File: config.mk
export PLATFORM = sky130hd
export DESIGN_NAME = gpr_wb_arbiter
export DESIGN_NICKNAME = d
export VERILOG_FILES = /design/src/rtl/gpr_wb_arbiter.sv
export SDC_FILE = /design/constraint.sdc
export NUM_CORES = 1
export LEC_CHECK = 0
export BUFFER_PORTS_ARGS = -buffer_cell sky130_fd_sc_hd__buf_2
export CORE_AREA = 2 2 186 188
export CTS_BUF_LIST = sky130_fd_sc_hd__clkbuf_8
export CTS_CLUSTER_DIAMETER = 150
export CTS_CLUSTER_SIZE = 12
export DETAILED_ROUTE_END_ITERATION = 8
export DIE_AREA = 0 0 188 190
export HOLD_SLACK_MARGIN = 0.12
export PLACE_DENSITY = 0.65
export SETUP_SLACK_MARGIN = 0.02
export SLEW_MARGIN = 20
export SYNTH_ARGS = -nofsm -noshare
export SYNTH_HDL_FRONTEND = slang
export SYNTH_SLANG_ARGS = --single-unit
File: constraint.sdc
create_clock -name clk_i -period 7 [get_ports clk_i]
set_clock_uncertainty 0.15 [all_clocks]
set_input_delay 0.35 -clock clk_i [delete_from_list [all_inputs] [get_ports clk_i]]
set_output_delay 0.35 -clock clk_i [all_outputs]
set_load 0.005 [all_outputs]
File: src/rtl/gpr_wb_arbiter.sv
`default_nettype none
// ============================================================================
// Module      : gpr_wb_arbiter
// Description : Round-robin writeback arbiter between EXU and LSU that feeds
//               the single GPR write port, emits a retire pulse with its PC,
//               counts retired instructions and can freeze the GPR file for a
//               difftest snapshot (RUN/HOLD).
// Revision    : 1.0 - initial release
// ============================================================================
module gpr_wb_arbiter #(
  parameter int XLEN = 64,
  parameter int AW   = 5
) (
  input  logic            clk_i,
  input  logic            rst_i,
  // EXU writeback request
  input  logic            exu_valid_i,
  output logic            exu_ready_o,
  input  logic [AW-1:0]   exu_rd_i,
  input  logic [XLEN-1:0] exu_data_i,
  input  logic [XLEN-1:0] exu_pc_i,
  // LSU writeback request
  input  logic            lsu_valid_i,
  output logic            lsu_ready_o,
  input  logic [AW-1:0]   lsu_rd_i,
  input  logic [XLEN-1:0] lsu_data_i,
  input  logic [XLEN-1:0] lsu_pc_i,
  // GPR write port
  output logic            rf_wen_o,
  output logic [AW-1:0]   rf_waddr_o,
  output logic [XLEN-1:0] rf_wdata_o,
  // retire report
  output logic            commit_valid_o,
  output logic [XLEN-1:0] commit_pc_o,
  // difftest snapshot handshake
  input  logic            dbg_hold_i,
  output logic            dbg_hold_ack_o,
  output logic [63:0]     instret_o
);

  typedef enum logic [0:0] {
    ST_RUN  = 1'b0,
    ST_HOLD = 1'b1
  } state_e;

  state_e          state_q;
  logic            last_lsu_q;      // 1: LSU won the most recent grant
  logic            commit_valid_q;
  logic            rf_wen_q;
  logic [AW-1:0]   rf_waddr_q;
  logic [XLEN-1:0] rf_wdata_q;
  logic [XLEN-1:0] commit_pc_q;
  logic [63:0]     instret_q;

  logic            w_run;
  logic            w_exu_fire;
  logic            w_lsu_fire;
  logic            w_fire;
  logic [AW-1:0]   w_sel_rd;
  logic [XLEN-1:0] w_sel_data;
  logic [XLEN-1:0] w_sel_pc;

  // Grant logic: only the registered state gates acceptance, so dbg_hold never
  // reaches ready combinationally; reset also blocks acceptance immediately.
  always_comb begin
    w_run       = (state_q == ST_RUN) && !rst_i;
    exu_ready_o = w_run && exu_valid_i && (!lsu_valid_i || last_lsu_q);
    lsu_ready_o = w_run && lsu_valid_i && (!exu_valid_i || !last_lsu_q);
    w_exu_fire  = exu_valid_i && exu_ready_o;
    w_lsu_fire  = lsu_valid_i && lsu_ready_o;
    w_fire      = w_exu_fire || w_lsu_fire;
    w_sel_rd    = w_lsu_fire ? lsu_rd_i   : exu_rd_i;
    w_sel_data  = w_lsu_fire ? lsu_data_i : exu_data_i;
    w_sel_pc    = w_lsu_fire ? lsu_pc_i   : exu_pc_i;
  end

  // RUN/HOLD state, arbitration pointer and registered writeback outputs.
  always_ff @(posedge clk_i or posedge rst_i) begin
    if (rst_i) begin
      state_q        <= ST_RUN;
      last_lsu_q     <= 1'b1;
      commit_valid_q <= 1'b0;
      rf_wen_q       <= 1'b0;
      rf_waddr_q     <= '0;
      rf_wdata_q     <= '0;
      commit_pc_q    <= '0;
      instret_q      <= '0;
    end else begin
      state_q        <= dbg_hold_i ? ST_HOLD : ST_RUN;
      commit_valid_q <= w_fire;
      // x0 is hardwired to zero: it retires but is never written.
      rf_wen_q       <= w_fire && (w_sel_rd != '0);
      if (w_fire) begin
        last_lsu_q  <= w_lsu_fire;
        rf_waddr_q  <= w_sel_rd;
        rf_wdata_q  <= w_sel_data;
        commit_pc_q <= w_sel_pc;
        instret_q   <= instret_q + 64'd1;
      end
    end
  end

  // Snapshot is safe once frozen and the last accepted write has landed.
  assign dbg_hold_ack_o = (state_q == ST_HOLD) && !commit_valid_q;

  assign rf_wen_o       = rf_wen_q;
  assign rf_waddr_o     = rf_waddr_q;
  assign rf_wdata_o     = rf_wdata_q;
  assign commit_valid_o = commit_valid_q;
  assign commit_pc_o    = commit_pc_q;
  assign instret_o      = instret_q;

endmodule
`default_nettype wire

=== Word level (Yosys, flattened, before mapping) ===
Index checks and enable logic that the tools add are counted.
Widths: inputs -> output; s select.

* Reductions and logical operators: 18
* Multiplexer cells: 4
* Add/sub/neg operators: 1
* Bitwise gates (word level): 1
* Equality and inequality tests: 0
* Divide/modulo/power cells: 0
* Multiply operators: 0
* $lt $le $gt $ge: 0
* Shifts and indexed selects: 0

{| class="wikitable"
|+ Operator list
! cell !! count
|-
| $mux 64 || 2
|-
| $add 64x1->64 const B || 1
|-
| $logic_and 1x1->1 || 9
|-
| $logic_not 1->1 || 5
|-
| $mux 5 || 1
|-
| $reduce_bool 5->1 || 1
|-
| $logic_or 1x1->1 || 3
|-
| $mux 1 || 1
|-
| $not 1->1 || 1
|}

* Flip-flop bits (word level): 201
* Memories kept: 0
* Input port bits: 271
* Memory bits (writable): 0
* Latch bits: 0
* Logic and storage cells: 32
* Output and inout bits: 202
* Memory bits (read-only): 0

=== Longest topological paths before layout ===
Gate-level depths: netlist of run 1.

* Depth in word-level cells: 8
* Depth in mapped cells: 8
* Mapped depth without buffers: 6

=== Worst setup path before layout of run 1 ===
OpenSTA, ideal clock, no wires.

* Kind: register to register
* From: register instret_q[31] (netlist: instret_o[31])
* To: register instret_q[46] (netlist: instret_o[46])
* Buffers on the path: 0
* Data arrival time: 1.638 ns
* Library setup time: 0.127 ns
* Data required time: 6.723 ns
* Clock period less this slack: 1.915 ns
* Setup slack: 5.085 ns
* Stages on the path, launching flop included: 6
* Path through: dfrtp_1 > and4_1 > and4_1 > nand4_2 > or3b_1 > xnor2_1

* Cells in the longest elaborated chain, start to end: 1

{| class="wikitable"
|+ Ends and longest elaborated chain
! item !! line !! RTL
|-
| start, declared || 53 || <nowiki>logic [63:0] instret_q;</nowiki>
|-
| start signal, assigned || 98 || <nowiki>instret_q <= instret_q + 64'd1;</nowiki>
|-
| $add 64x1->64 || 98 ||
|}

Every way passes these cells.
A chain may end at the register's enable or synchronous reset.

=== Final worst setup path of run 1 ===
* From: input rst_i
* To: register commit_pc_q[25] (netlist: commit_pc_o[25])

* Cells in the longest elaborated chain, start to end: 6
* Elaborated cells on any way between the ends: 10
* Classes of those cells: 1 x mux; 9 x reduce/logical

{| class="wikitable"
|+ Ends and longest elaborated chain
! item !! line !! RTL
|-
| start, declared || 15 || <nowiki>input logic rst_i,</nowiki>
|-
| $logic_not 1->1 (no line) (*) || n/a ||
|-
| $logic_and 1x1->1 (*) || 66 || <nowiki>w_run = (state_q == ST_RUN) && !rst_i;</nowiki>
|-
| $logic_and 1x1->1 (on tied branches) (2 in series) || 68, 67 ||
|-
| $logic_and 1x1->1 (on tied branches) || 70, 69 ||
|-
| $mux 64 or $logic_or 1x1->1 (tied branches) || 74, 71 ||
|-
| end signal, assigned || 97 || <nowiki>commit_pc_q <= w_sel_pc;</nowiki>
|-
| end, declared || 52 || <nowiki>logic [XLEN-1:0] commit_pc_q;</nowiki>
|}

Every way passes the cells marked *; elsewhere a longest branch is shown, timed or not.

==> impl_metrics.json, run 1 <==
{
  "outcome": "completed",
  "syn_nets": 1305,
  "synth-seq-cells": 201,
  "yosysUniqueCellTypes": 38,
  "synth.area.top_cells": "dfrtp_1, nand2_1, a31oi_1",
  "multi_input_area_sq_um": 3860,
  "rsz0062_at_grt": "false",
  "drc": 0,
  "syn_to_final_growth_pct": 63.6,
  "path_clk_slew_ns": 0.09,
  "clk_latency_ns": 0.55,
  "dp_hpwl_mm": 23.4,
  "num_io_pins": 473,
  "cts_inserted_buffers": 20,
  "power.leakage_uw": 0.00728,
  "seq_area_sq_um": 5030,
  "drt_iter0_markers": 548,
  "cts.sinks": 201,
  "viasPerCell": 4.74,
  "post_cts_buffers": 0,
  "min_path_type": "in -> reg",
  "dp.cells": 1905,
  "fin_crit_ns": 4.04,
  "fmax_mhz": 247,
  "required_ns": 7.34,
  "drive_gt1_frac": 0.296,
  "dieArea_sq_um": 35700,
  "cts_max_level": 1,
  "yosysTopAreaCell": "dfrtp_1",
  "start_util": 0.270,
  "antenna_found_initial": 11,
  "cts_root_buf": "clkbuf_8",
  "grt_pass1_vias": 10552,
  "fill_cells": 3266,
  "grt_max_degree": 180,
  "grt_use_total": 0.194,
  "maxSlewViolCount": 0,
  "maxCapViolCount": 0,
  "period_share": 0.577,
  "cp_max_fo": 179,
  "avgSynthCellArea_sq_um": 8.87,
  "num_rows": 68,
  "grt_pass1_wl_mm": 56.1,
  "hold_violations": 0,
  "cts.path.max_buffers": 3,
  "path_class": "in -> reg",
  "ir_drop_v": 0.000141,
  "core_sq_um": 33900,
  "num_vias": 10487,
  "cts_tree": "yes",
  "setup_tns_ns": 0,
  "worst_pin_slew_ns": 1.02,
  "grt-ovfl-total": 0,
  "numPortBuffers": 472,
  "cp-start-kind": "input pin",
  "synth_top_cell_area_share": 0.546,
  "r2r-start": "state_q$_DFF_PP0_",
  "synthesis.area_sq_um": 9160,
  "nets": 2015,
  "startpoint": "rst_i",
  "max_slew_margin": 0.319,
  "fin_util": 0.441,
  "seq_area_frac_synth": 0.549,
  "cts_hold_buffers": 271,
  "total_power_uw": 2900,
  "drtAntennaViolNets": 0,
  "crit_path_end_kind": "flop",
  "fp.dieW_um": 188,
  "min_from": "exu_rd_i[1]",
  "finalSetupViolCount": 0,
  "gp_congestion": 0.871,
  "cp.arrival_ns": 4.38,
  "syn-instance-count": 1033,
  "final_cells": 2214,
  "routed_wl_mm": 36.0,
  "die_y_um": 190,
  "yosysWarnings": 0,
  "whs_ns": 0.145,
  "cts-resized-gates": 0,
  "powerDensity_nw_per_um2": 193,
  "firstDrtPassIters": 5,
  "wl_per_cell_um": 16.3
}
## registers in the layout (all words and copies together), names as in the netlist
name            cells
commit_pc_o        64
instret_o          64
rf_wdata_o         64
rf_waddr_o          5
commit_valid_o      1
last_lsu_q          1
rf_wen_o            1
state_q             1
## layer usage
metal	up-vias	global-route usage	routed length, um
li1	4907	-	-
met1	4997	0.230	14100
met2	485	0.337	17800
met3	94	0.0457	2750
met4	4	0.0806	1330
met5	-	0	25
## cell type report
cell class / instances / area share
multi-input combinational: 763 / 0.258
clock buffer: 20 / 0.0184
antenna: 7 / 0.00117
sequential: 201 / 0.336
timing repair buffer: 750 / 0.343
inverter: 7 / 0.00292
tap: 455 / 0.0380
clock inverter: 11 / 0.00317
## power breakdown
group | internal [uW] | leakage (uW) | switching (uW) | total [uW]
clock | 266 | 0.000200 | 420 | 687
sequential | 1310 | 0.00240 | 98.1 | 1400
combinational | 457 | 0.00468 | 350 | 807
## layout by cell type (no fill, tap or decap), types with 22 or more instances in the layout
master	count
nand3_1	26
nor3_1	22
dfrtp_1	200
nand2_1	293
dlygate4sd3_1	271
nor2_1	155
xor2_1	40
a31oi_1	130
xnor2_1	23
buf_2	472
## worst paths after layout
kind,to,slack [ns],cells after the start
hold / removal,rf_wen_o$_DFF_PP0_,0.14,4
min in group asynchronous,instret_o[42]$_DFFE_PP0P_,0.32,3
setup / recovery,commit_pc_o[25]$_DFFE_PP0P_,2.96,10
setup reg to reg,commit_pc_o[25]$_DFFE_PP0P_,3.05,8
hold reg to reg,instret_o[63]$_DFFE_PP0P_,0.33,1
max in group asynchronous,commit_pc_o[11]$_DFFE_PP0P_,4.94,4
## worst max-delay path, cell delays in order
cell and delay (ns):
dlygate4sd3_1 0.53, buf_2 0.16, nor2_1 0.44, o21ai_1 0.14
buf_4 0.23, inv_8 0.60, buf_4 0.76, nor2_1 0.11
a31oi_1 0.23, dlygate4sd3_1 0.59
## synthesized netlist by cell type
master and count:
a21oi_1 2, a31oi_1 130, and2_1 1, and3_1 13, and4_1 4, buf_1 6, buf_2 15, buf_4 1
clkbuf_1 40, dfrtp_1 200, dfstp_2 1, ha_1 1, inv_1 6, inv_2 1, mux2i_1 4, nand2_1 293
nand3_1 27, nand3_2 1, nand4_1 20, nand4_2 3, nor2_1 155, nor2b_1 2, nor3_1 22, nor3_2 3
nor3_4 1, nor4_1 4, nor4_2 2, nor4_4 1, o21ai_0 4, o21ai_1 1, o311a_1 1, or2_1 1
or2_2 1, or3_1 1, or3b_1 1, or4_1 1, xnor2_1 23, xor2_1 40
## per-stage QoR
| step | setup WS, ns | instance area (sq um) |
|---|---|---|
| 2_1_floorplan | 1.02 | 9160 |
| 3_3_place_gp | 3.75 | 11900 |
| 3_5_place_dp | 3.74 | 11900 |
| 4_1_cts | 3.21 | 15000 |
| 5_1_grt | 2.78 | 15000 |
| 6_report | 2.96 | 15000 |
## cells by family after synthesis
family	share of synthesized area
AND/OR/NAND/NOR	0.261
flip-flops	0.549
AO/OA/AOI/OAI	0.0937
buffers and inverters	0.0307
XOR/XNOR	0.0602
multiplexers	0.00437
adder cells (fa/ha/maj)	0.00137
Power figures use the tool's default switching activity.
==> run 2, diff against run 1 <==
Settings changed: ABC_AREA from default to 1, CORE_AREA 2 2 186 188 to 2 2 183 185, DIE_AREA 0 0 188 190 to 0 0 185 187, PLACE_DENSITY 0.65 to 0.7.
Clock period 7 ns to 4.02 ns, I/O delays scaled along.
==> run 2 against run 1 <==
Area after synthesis increased by 13%. Sequential share of layout area is 2.5 points lower. Final area rose by 8.2%. Critical path depth grew 3. Die area shrank 3.1%. First-iteration DRC count up 63%. Power increased by 77%. Sequential cell count did not move. Clock power grew 79%. Setup slack got worse by 2.8 ns. Via count is 15% higher. Count of clock-buffer cells in the layout increased by 1.
==> impl_metrics.json, run 2 <==
{
  "drive_gt1_frac": 0.276,
  "fp.dieW_um": 185,
  "wl_per_cell_um": 16.8,
  "reg2reg_depth": 10,
  "cpMaxStageDelayCell": "dlygate4sd3_1",
  "path_class": "in -> reg",
  "async_flop_share": 1.00,
  "drtAntennaViolNets": 0,
  "synth-edff-count": 0,
  "required_ns": 4.30,
  "drt_iter0_markers": 893,
  "yosysWarnings": 0,
  "cts.sinks": 201,
  "clk_latency_ns": 0.55,
  "hold_violations": 0,
  "crit_path_end_kind": "flop",
  "fmax_mhz": 258,
  "numPortBuffers": 472,
  "max_stage_delay_ns": 0.59,
  "synthFlopType": "dfrtp_1",
  "cts-resized-gates": 0,
  "yosysUniqueCellTypes": 31,
  "powerDensity_nw_per_um2": 317,
  "synthesis.area_sq_um": 10400,
  "yosys.area_share.simple": 0.308,
  "dp_hpwl_mm": 26.8,
  "gp_congestion": 0.921,
  "synthXorXnorAreaFrac": 0.0278,
  "fin_util": 0.493,
  "num_rows": 67,
  "max_slew_margin": 0.537,
  "cts_inserted_buffers": 20,
  "outcome": "completed",
  "synthMuxAreaShare": 0,
  "start_util": 0.316,
  "cts_hold_buffers": 272,
  "yosysTopAreaCell": "dfrtp_1",
  "drc": 0,
  "cp.arrival_ns": 4.16,
  "cts.path.max_buffers": 3,
  "syn_to_final_growth_pct": 56.1,
  "grt_max_degree": 130,
  "nets": 2288,
  "post_cts_buffers": 0,
  "die_y_um": 187,
  "path_delay_family": "buffers and inverters",
  "viasPerCell": 4.86,
  "worst_pin_slew_ns": 0.695,
  "path_buf_inv": 6,
  "syn-instance-count": 1298,
  "maxSlewViolCount": 0,
  "synth_top_cell_area_share": 0.482,
  "synth.area.top_cells": "dfrtp_1, nor2_1, nand2_1",
  "grt-ovfl-total": 0,
  "grt_pass1_vias": 12186,
  "ir_drop_v": 0.000170,
  "crit_end": "rf_wen_o$_DFF_PP0_",
  "grt_pass1_wl_mm": 64.3,
  "cts_max_level": 1,
  "startpoint": "rst_i",
  "core_sq_um": 32900,
  "synth-seq-cells": 201,
  "syn_nets": 1570,
  "avgSynthCellArea_sq_um": 8.00,
  "maxCapViolCount": 0,
  "cts_root_buf": "clkbuf_8",
  "num_io_pins": 473,
  "cts_tree": "yes",
  "yosysMostFrequentCell": "nor2_1",
  "multi_input_area_sq_um": 4670,
  "r2r-start": "last_lsu_q$_DFFE_PP1P_",
  "setup_tns_ns": 0,
  "final_cell_mix": "buf_2, nor2_1, nand2_1",
  "fill_cells": 3059,
  "firstDrtPassIters": 5,
  "power.leakage_uw": 0.00839,
  "finalSetupViolCount": 0,
  "cp_num_cells": 13,
  "worstPathCellList": "dlygate4sd3_1, dlygate4sd3_1, buf_2, nor2_4, nand3_4, buf_12, or2_2, o21ai_1, dlygate4sd3_1, nand2_1, nor2_1, dlygate4sd3_1, nor2_1",
  "grt_use_total": 0.232,
  "ff2ff_setup_slack_ns": 0.59,
  "synth_compound_area_frac": 0.111,
  "cp_max_fo": 129,
  "netlist_top_cells_count": "nor2_1, nand2_1, dfrtp_1",
  "cp-start-kind": "input pin",
  "synthAdderAreaFrac": 0.00121,
  "period_share": 0.965,
  "crit_top_cell": "dlygate4sd3_1",
  "rr_endpoint": "rf_wen_o$_DFF_PP0_",
  "min_path_type": "in -> reg",
  "routed_wl_mm": 41.8,
  "path_clk_slew_ns": 0.10,
  "fin_crit_ns": 3.88,
  "seq_area_sq_um": 5030,
  "antenna_found_initial": 13,
  "rsz0062_at_grt": "false",
  "seq_area_frac_synth": 0.485,
  "synth_top_family_by_area": "simple AND/OR/NAND/NOR gates",
  "dieArea_sq_um": 34600,
  "num_vias": 12066,
  "final_common_cell": "buf_2"
}
==> run 2: final cells by class <==
type,instances,share of cell area
tap,448,0.0346
timing repair buffer,757,0.327
clock buffer,21,0.0178
sequential,201,0.310
multi-input combinational,956,0.288
antenna,13,0.00201
inverter,80,0.0189
clock inverter,8,0.00193
==> run 2: kinds of logic (layout without fill, tap and decap cells) <==
family                     Yosys count  count (layout)
AOI/OAI and AO/OA                  150             150
xor gates and xnor gates            33              33
adders and majority gates            1               1
buffers and inverters              141             866
DFF                                201             201
other                                0              13
and+or+nand+nor                    772             772
==> run 2: routing by layer <==
metal / share of wire / wire length [um] / GRT usage
met3: 0.079 / 3310 / 0.0506
met2: 0.48 / 19900 / 0.392
met1: 0.39 / 16100 / 0.273
met4: 0.058 / 2420 / 0.127
met5: 0.00026 / 11 / 0
==> run 2: how the worst min path moves through the flow <==
stage / startpoint / endpoint / slack, ns / cells after the start
CTS: exu_valid_i / instret_o[1]$_DFFE_PP0P_ / 0.14 / 4
detailed placement: dbg_hold_i / state_q$_DFF_PP0_ / 0.16 / 1
finish: lsu_data_i[61] / rf_wdata_o[61]$_DFFE_PP0P_ / 0.35 / 4
floorplan: dbg_hold_i / state_q$_DFF_PP0_ / 0.08 / 0
global route: lsu_data_i[16] / rf_wdata_o[16]$_DFFE_PP0P_ / 0.34 / 4
global placement: dbg_hold_i / state_q$_DFF_PP0_ / 0.16 / 1
==> run 2: tightest hold or removal path, delay by kind of cell <==
| kind | cells | cell delay, ns |
|---|---|---|
| buf+inv | 2 | 0.63 |
| simple gates | 1 | 0.09 |
| compound gates | 1 | 0.07 |
==> run 2: power by group <==
group          switching, uW  internal (uW)  total, uW
Clock                    754            477       1230
Sequential               176           2270       2450
Combinational            646            811       1460
Total                   1580           3560       5140
==> run 2: per-stage QoR <==
step                worst slack, ns  area, sq um  hold slack (ns)  power, uW  cells
global route                 0.0990        16200            0.335       5410   2483
global placement               1.58        13100            0.162       3430   2166
finish                        0.142        16200            0.346       5140   2484
floorplan                      1.07        10400           0.0824       2920   1298
detailed placement             1.52        13100            0.163       3460   2166
CTS                           0.651        16100            0.136       5100   2467
==> run 3, diff against run 2 <==
Settings changed: ABC_AREA 1 to 0, CORE_AREA 2 2 183 185 to 2 2 186 188, DIE_AREA 0 0 185 187 to 0 0 188 190, PLACE_DENSITY 0.7 to 0.65.
==> run 3 against run 2 <==
Count of clock-buffer cells in the layout unchanged. Critical path depth is 6 lower. Via count shrank 12%. First-iteration DRC count decreased by 34%. Maximum frequency grew 20%. Global-route usage is 3.5 points lower. Sequential power about the same. Sequential share of layout area is 2.2 points higher. Die area grew 3.3%. Sequential cell count stayed put. Register-to-register slack improved by 0.21 ns. Worst hold slack worse by 0.13 ns. Critical endpoint is now rf_waddr_o[4]$_DFFE_PP0P_. Largest cell class unchanged.
==> impl_metrics.json, run 3 (synthesized netlist as in run 1, its figures left out) <==
{
  "seq_area_sq_um": 5030,
  "cpMaxStageDelayCell": "buf_4",
  "drive_gt1_frac": 0.297,
  "finalSetupViolCount": 0,
  "drc": 0,
  "syn_to_final_growth_pct": 65.1,
  "final_cell_mix": "buf_2, nand2_1, dlygate4sd3_1",
  "reg2reg_depth": 7,
  "wl_per_cell_um": 16.5,
  "grt_max_degree": 137,
  "powerDensity_nw_per_um2": 336,
  "cts_max_level": 1,
  "routed_wl_mm": 36.8,
  "drt_iter0_markers": 586,
  "worst_pin_slew_ns": 0.961,
  "grt_pass1_vias": 10696,
  "start_util": 0.270,
  "fin_ws_ns": 0.801,
  "period_share": 0.801,
  "power.leakage_uw": 0.00735,
  "numPortBuffers": 472,
  "cts.sinks": 201,
  "fill_cells": 3181,
  "num_rows": 68,
  "crit_path_end_kind": "flop",
  "grt-ovfl-total": 0,
  "p_int_uw": 3570,
  "dieArea_sq_um": 35700,
  "dp_hpwl_mm": 24.3,
  "whs_ns": 0.214,
  "path_buf_inv": 3,
  "num_vias": 10627,
  "clk_latency_ns": 0.54,
  "clkPwrFrac": 0.237,
  "preCtsSetupSlack_ns": 1.47,
  "r2r-start": "last_lsu_q$_DFFE_PP1P_",
  "hold_violations": 0,
  "drtAntennaViolNets": 0,
  "cts_tree": "yes",
  "fmax_mhz": 311,
  "cts.path.max_buffers": 3,
  "cp_num_cells": 7,
  "cts_root_buf": "clkbuf_8",
  "grt_pass1_wl_mm": 56.9,
  "gp_congestion": 0.897,
  "firstDrtPassIters": 7,
  "core_sq_um": 33900,
  "ff2ff_setup_slack_ns": 0.80,
  "setup_tns_ns": 0,
  "cts-resized-gates": 0,
  "cp_max_fo": 84,
  "cp.arrival_ns": 3.50,
  "cts_hold_buffers": 277,
  "required_ns": 4.31,
  "maxSlewViolCount": 0,
  "startpoint": "last_lsu_q$_DFFE_PP1P_",
  "rr_endpoint": "rf_waddr_o[4]$_DFFE_PP0P_",
  "post_cts_buffers": 0,
  "fp.dieW_um": 188,
  "multi_input_area_sq_um": 3860,
  "min_path_type": "in -> reg",
  "num_io_pins": 473,
  "path_class": "reg -> reg",
  "rsz0062_at_grt": "false",
  "p_sw_frac": 0.298,
  "netSwitchingPower_uw": 1510,
  "max_slew_margin": 0.359,
  "ir_drop_v": 0.000276,
  "crit_top_cell": "dlygate4sd3_1",
  "max_stage_delay_ns": 0.68,
  "maxCapViolCount": 0,
  "nets": 2027,
  "final_common_cell": "buf_2",
  "pwr-share-comb": 0.280,
  "crit_end": "rf_waddr_o[4]$_DFFE_PP0P_",
  "outcome": "completed",
  "antenna_found_initial": 13,
  "worstPathCellList": "nand2_1, nand3_4, buf_4, mux2i_1, dlygate4sd3_1, o21ai_0, dlygate4sd3_1",
  "path_clk_slew_ns": 0.10,
  "cts_inserted_buffers": 20,
  "path_delay_family": "buffers and inverters",
  "seqPwrFrac": 0.483,
  "grt_use_total": 0.198,
  "fin_crit_ns": 3.22,
  "cp-start-kind": "flop",
  "viasPerCell": 4.77,
  "min_from": "dbg_hold_i",
  "die_y_um": 190
}
==> run 3: cell count changes in the layout (fill, tap and decap cells not counted), moves of 16 or more <==
cell      delta
o31ai_1    -112
nor2_1     -188
nand2_1     -40
a31oi_1    +130
inv_1       -72
o31ai_2     -16
xor2_1      +21
nand3b_1    -22
==> run 3: per-stage QoR <==
step           instance area, sq um  std cells  power (uW)  utilization
2_1_floorplan                  9170       1033        2880            -
3_3_place_gp                  12000       1910        3420        0.353
3_5_place_dp                  12000       1910        3450        0.353
4_1_cts                       15100       2217        5100        0.444
5_1_grt                       15100       2226        5370        0.446
6_report                      15100       2226        5080        0.446
==> run 3: layer usage <==
metal | global-route usage | wire length [um] | vias to the layer above
met4 | 0.0999 | 1730 | 8
met1 | 0.230 | 14000 | 5058
li1 | - | - | 4928
met5 | 0 | 46 | -
met2 | 0.334 | 17900 | 515
met3 | 0.0550 | 3070 | 118
==> run 3: power groups by stage <==
stage / sequential [uW] / clock (uW) / combinational (uW)
CTS: 2450 / 1260 / 1390
global placement: 2480 / 0 / 946
detailed placement: 2480 / 0 / 962
global route: 2480 / 1330 / 1550
floorplan: 2490 / 0 / 394
finish: 2450 / 1200 / 1420
==> run 3: worst min-delay path by stage <==
stage	end	slack (ns)	cells past startpoint
floorplan	state_q$_DFF_PP0_	0.08	0
detailed placement	state_q$_DFF_PP0_	0.17	1
global placement	state_q$_DFF_PP0_	0.17	1
CTS	state_q$_DFF_PP0_	0.17	2
global route	state_q$_DFF_PP0_	0.19	2
finish	state_q$_DFF_PP0_	0.21	2
==> run 3: layout make-up <==
class                      count  share of cell area
tap                          455              0.0376
antenna                        8             0.00132
multi-input combinational    763               0.255
inverter                       7             0.00265
timing repair buffer         762               0.349
clock inverter                 9             0.00232
sequential                   201               0.333
clock buffer                  21              0.0191
